==> src/rtl/wave_chk_pkg.sv <==
// Shared types and defaults for the waveform pattern checker.
// The checker and its rotation matcher both import this package.
package wave_chk_pkg;

   typedef enum logic [1:0] {
      FILL = 2'd0,
      HUNT = 2'd1,
      LOCK = 2'd2
   } state_t;

   localparam int DEF_PAT_LEN  = 5;
   localparam logic [DEF_PAT_LEN-1:0] DEF_PATTERN = 5'b01010;
   localparam int DEF_MISS_MAX = 3;
   localparam int DEF_CNT_W    = 16;

   // Bits needed to hold the values 0..n inclusive.
   function automatic int count_width(input int n);
      return (n < 1) ? 1 : $clog2(n + 1);
   endfunction

endpackage

==> src/rtl/wave_rot_match.sv <==
// Finds the lowest rotation of PATTERN that equals the sample window.
// Window bit j is the j-th oldest sample; rotation r means window[j] == PATTERN[(r+j) % PAT_LEN].
module wave_rot_match
   import wave_chk_pkg::*;
#(
   parameter int PAT_LEN = DEF_PAT_LEN,
   parameter logic [PAT_LEN-1:0] PATTERN = DEF_PATTERN,
   parameter int PH_W = $clog2(PAT_LEN)
) (
   input  logic [PAT_LEN-1:0] window,
   output logic               hit,
   output logic [PH_W-1:0]    rot
);

   logic [PAT_LEN-1:0] match_vec;

   for (genvar gi = 0; gi < PAT_LEN; gi++) begin : g_rot
      logic [PAT_LEN-1:0] rot_pat;
      for (genvar gj = 0; gj < PAT_LEN; gj++) begin : g_bit
         assign rot_pat[gj] = PATTERN[(gi + gj) % PAT_LEN];
      end
      assign match_vec[gi] = (window == rot_pat);
   end

   // Scan downward so the lowest matching rotation is the one that sticks.
   always_comb begin
      hit = |match_vec;
      rot = '0;
      for (int i = PAT_LEN - 1; i >= 0; i--) begin
         if (match_vec[i]) begin
            rot = PH_W'(i);
         end
      end
   end

endmodule

==> config.mk <==
export PLATFORM = sky130hd
export DESIGN_NAME = wave_rot_match
export DESIGN_NICKNAME = d
export VERILOG_FILES = /design/src/rtl/wave_chk_pkg.sv /design/src/rtl/wave_rot_match.sv
export SDC_FILE = /design/constraint.sdc
export NUM_CORES = 1
export LEC_CHECK = 0
export BUFFER_PORTS_ARGS = -buffer_cell sky130_fd_sc_hd__buf_2
export CAP_MARGIN = 20
export CELL_PAD_IN_SITES_DETAIL_PLACEMENT = 0
export CELL_PAD_IN_SITES_GLOBAL_PLACEMENT = 1
export CORE_AREA = 8 8 45 47
export DETAILED_ROUTE_END_ITERATION = 16
export DIE_AREA = 0 0 53 55
export MAX_ROUTING_LAYER = met4
export PLACE_DENSITY = 0.34
export SYNTH_ARGS = -nofsm -noshare
export SYNTH_HDL_FRONTEND = slang
export SYNTH_SLANG_ARGS = --single-unit
==> constraint.sdc <==
create_clock -name vclk -period 1.2
set_clock_uncertainty 0.2 [all_clocks]
set_input_delay 0.24 -clock vclk [all_inputs]
set_output_delay 0.24 -clock vclk [all_outputs]
set_load 0.01 [all_outputs]
== Word-level counts from Yosys, hierarchy flattened ==
Index checks and enable logic that the tools add are counted.

* Input port bits: 5
* Output and inout bits: 4
* Register bits after elaboration: 0
* Logic and storage cells: 11

* Reduce and logical (&&, ||, !) cells: 1
* Equality and inequality tests: 5
* Multiplexer cells: 5

{| class="wikitable"
|+ Operator list
! cell !! number
|-
| 3-bit two-way mux || 5
|-
| 5-bit by 4-bit equality test with 1-bit output, second input constant || 2
|-
| 5-bit equality test, second input constant || 2
|-
| 5-bit by 3-bit equality test with 1-bit output, second input constant || 1
|-
| 5-bit OR reduction || 1
|}

== Longest topological paths before layout ==
* Word-level depth: 6
* Gate-level depth with buffers: 3

== Least setup slack after synthesis ==
No wires, ideal clock.

* Path type: input-to-output
* Start point: input port window[0]
* End point: output port hit
* Arrival: 0.691 ns
* Slack: 0.069 ns
* Buffers on the path: 0
* Required time: 0.760 ns
* Stages on the path: 3
* Cells stage by stage: nor3b_2 > nand2_1 > o211ai_2

* Word-level cells in the longest chain between the ends: 2

{| class="wikitable"
|+ RTL lines
! element !! RTL line !! RTL
|-
| from (decl) || wave_rot_match.sv:10 || <nowiki>input logic [PAT_LEN-1:0] window,</nowiki>
|-
| 5-bit by 4-bit equality test with 1-bit output, or another cell as far along || wave_rot_match.sv:22 || <nowiki>assign match_vec[gi] = (window == rot_pat);</nowiki>
|-
| 5-bit OR reduction * || wave_rot_match.sv:27 || <nowiki>hit = |match_vec;</nowiki>
|-
| to (decl) || wave_rot_match.sv:11 || <nowiki>output logic hit,</nowiki>
|}

Mark *: on every way between the ends. The rest lies on a longest branch, timed or not.

== Final worst setup path ==
Ends and elaborated chain as after synthesis.

==> results by group <==
Run status
  • Status: finished, violations left
  • Failing checks: negative setup slack

Synth
  • Top cells by count, synth: nor2_1, nand2_1, nor3b_2, xor2_1
  • Post-Syn Area: 90.1 sq um
  • Seq/Total Area, Yosys: 0%
  • Netlist cell types: 8
  • Synth Area per Inst: ~6.9 sq um
  • Ys Warns: 0
  • Top cell type's share of synthesized area: 27.8%
  • Post-Synthesis Cells: 13
  • Post-synth top area cell: nor3b_2
  • Synth Net Count: 18
  • Count leader, synth: nor2_1
  • Largest cells by area after synthesis: nor3b_2, xor2_1, o211ai_2, nor2_1, a22oi_1

Finish
  • Sequential cells: 0
  • Ratio of cells with drive above 1 in the final layout: 64.0%
  • # diodes: 0
  • Layout net count: 32
  • Utilization after layout: 15.4%
  • Reg area: 0 sq um
  • Area grow syn2layout: 136%
  • CLK BUF: 0

Detailed routing
  • Via count: ~130
  • Total Routed Length: ~370 um
  • Drt first pass iters: 3
  • DRC: 0
  • DR iter-0 viols: 1
  • WL/cell: 9.12 um
  • Vias per std cell: around 3.2
  • Antenna-violating nets left: 0

Place
  • GPL Wtd Cong: roughly 0.54
  • Buffers on Ports: 9

STA
  • Max-slew violations: 0
  • Fin crit share: 114%
  • Achievable Freq: 733 MHz
  • Slew headroom: around 88%
  • Setup ws final: -164 ps
  • Slew @ Worst Pin: 184 ps
  • # setup viols final: 4
  • Final min period: 1360 ps
  • Final Hold Fails: 0
  • RSZ-0062 raised after global routing: true

Global route
  • Initial antenna violation count: 0
  • Gr usage total: ~2.9%
  • First-pass GRT wire length: 662 um
  • GRT overflow: 0
  • Vias in the first global route: approximately 160
  • Largest net degree at the start of global routing: 5

Setup path
  • Crit path buffers/inverters: 2
  • CP startpoint kind: input pin
  • Critical path's top delay family: simple AND/OR/NAND/NOR gates
  • Element type at the critical path end: output pin
  • Worst path max stage delay: 210 ps
  • CP max-delay cell: nor3b_4
  • Setup CP Type: in2out
  • Crit-path cells: buf_8 -> nor3b_4 -> nand2_2 -> o211ai_2 -> buf_2
  • CP Data Arrival Time: roughly 900 ps
  • Crit-path max FO: 3
  • Required @ worst endpoint: ~760 ps

Die
  • Starting Density: under 10%
  • Num rows: 14
  • Die width: 53 um
  • IO Pins: 9
  • Die ar.: 2920 sq um
  • Placeable Area: between 1000 and 1500 sq um
  • Die Y: ~55 um

Worst hold path
  • Hold Path Class: in2out

Run
  • Max Cap Viol: 0

Pwr
  • Power Dens Cells: 289 nW/um^2
  • VDD IR max: approximately 0.00013 V
  • Pwr Total: 0.0614 mW
  • Pleak: between 0.1 and 0.15 nW

CTS
  • Post-CTS Hold Buffers: 0
==> layout by cell type, fill, tap and decap left out, types with 2 or more instances in the layout <==
cell type,count
nor2_1,3
buf_4,2
buf_2,6
buf_6,3
xor2_1,2
==> report_power, final <==
| part | switching (mW) | internal (mW) |
|---|---|---|
| logic | 0.0264 | 0.0350 |
| registers | 0 | 0 |
| clock network | 0 | 0 |
| total | 0.0264 | 0.0350 |
==> path summary, 6_finish.rpt <==
| kind | start | endpoint | cells past startpoint |
|---|---|---|---|
| setup / recovery | window[0] | hit | 5 |
| hold / removal | window[2] | rot[1] | 3 |
==> layout make-up <==
class	count	area (sq um)
Tap cell	16	20.0
Fill cell	158	1170
Multi-Input combinational cell	12	95.1
Timing Repair Buffer	12	93.8
Inverter	1	3.75
==> cell families after synthesis <==
kind of cell,synth area share (%)
xor gates and xnor gates,19.4
AOI/OAI and AO/OA,22.2
buffers and inverters,4.16
and+or+nand+nor,54.2
==> per-layer routing <==
layer / track usage, % / part of all wire, % / routed length (um) / vias up
met5: - / 0 / 0 / -
met4: 0 / 0 / 0 / 0
met3: 0.267 / 13 / 48 / 0
met2: 3.32 / 24 / 89 / 9
met1: 4.98 / 63 / 236 / 51
li1: - / - / - / 71
==> repair_timing <==
action                                  in CTS  in global routing
setup buffers                                0                  0
pin swaps                                    3                  2
endpoints found under the setup margin       4                  4
resized for setup                            5                  3
==> per-stage QoR <==
stage	cells	setup slack (ps)	setup TNS [ps]	cell area [sq um]	hold WS, ps
2_1_floorplan	13	69.5	0	90.1	328
3_3_place_gp	41	-192	-581	178	578
3_5_place_dp	41	-198	-627	178	587
4_1_cts	41	-176	-533	200	582
5_1_grt	41	-223	-795	213	621
6_report	41	-164	-536	213	599
(Power assumes the default switching activity.)
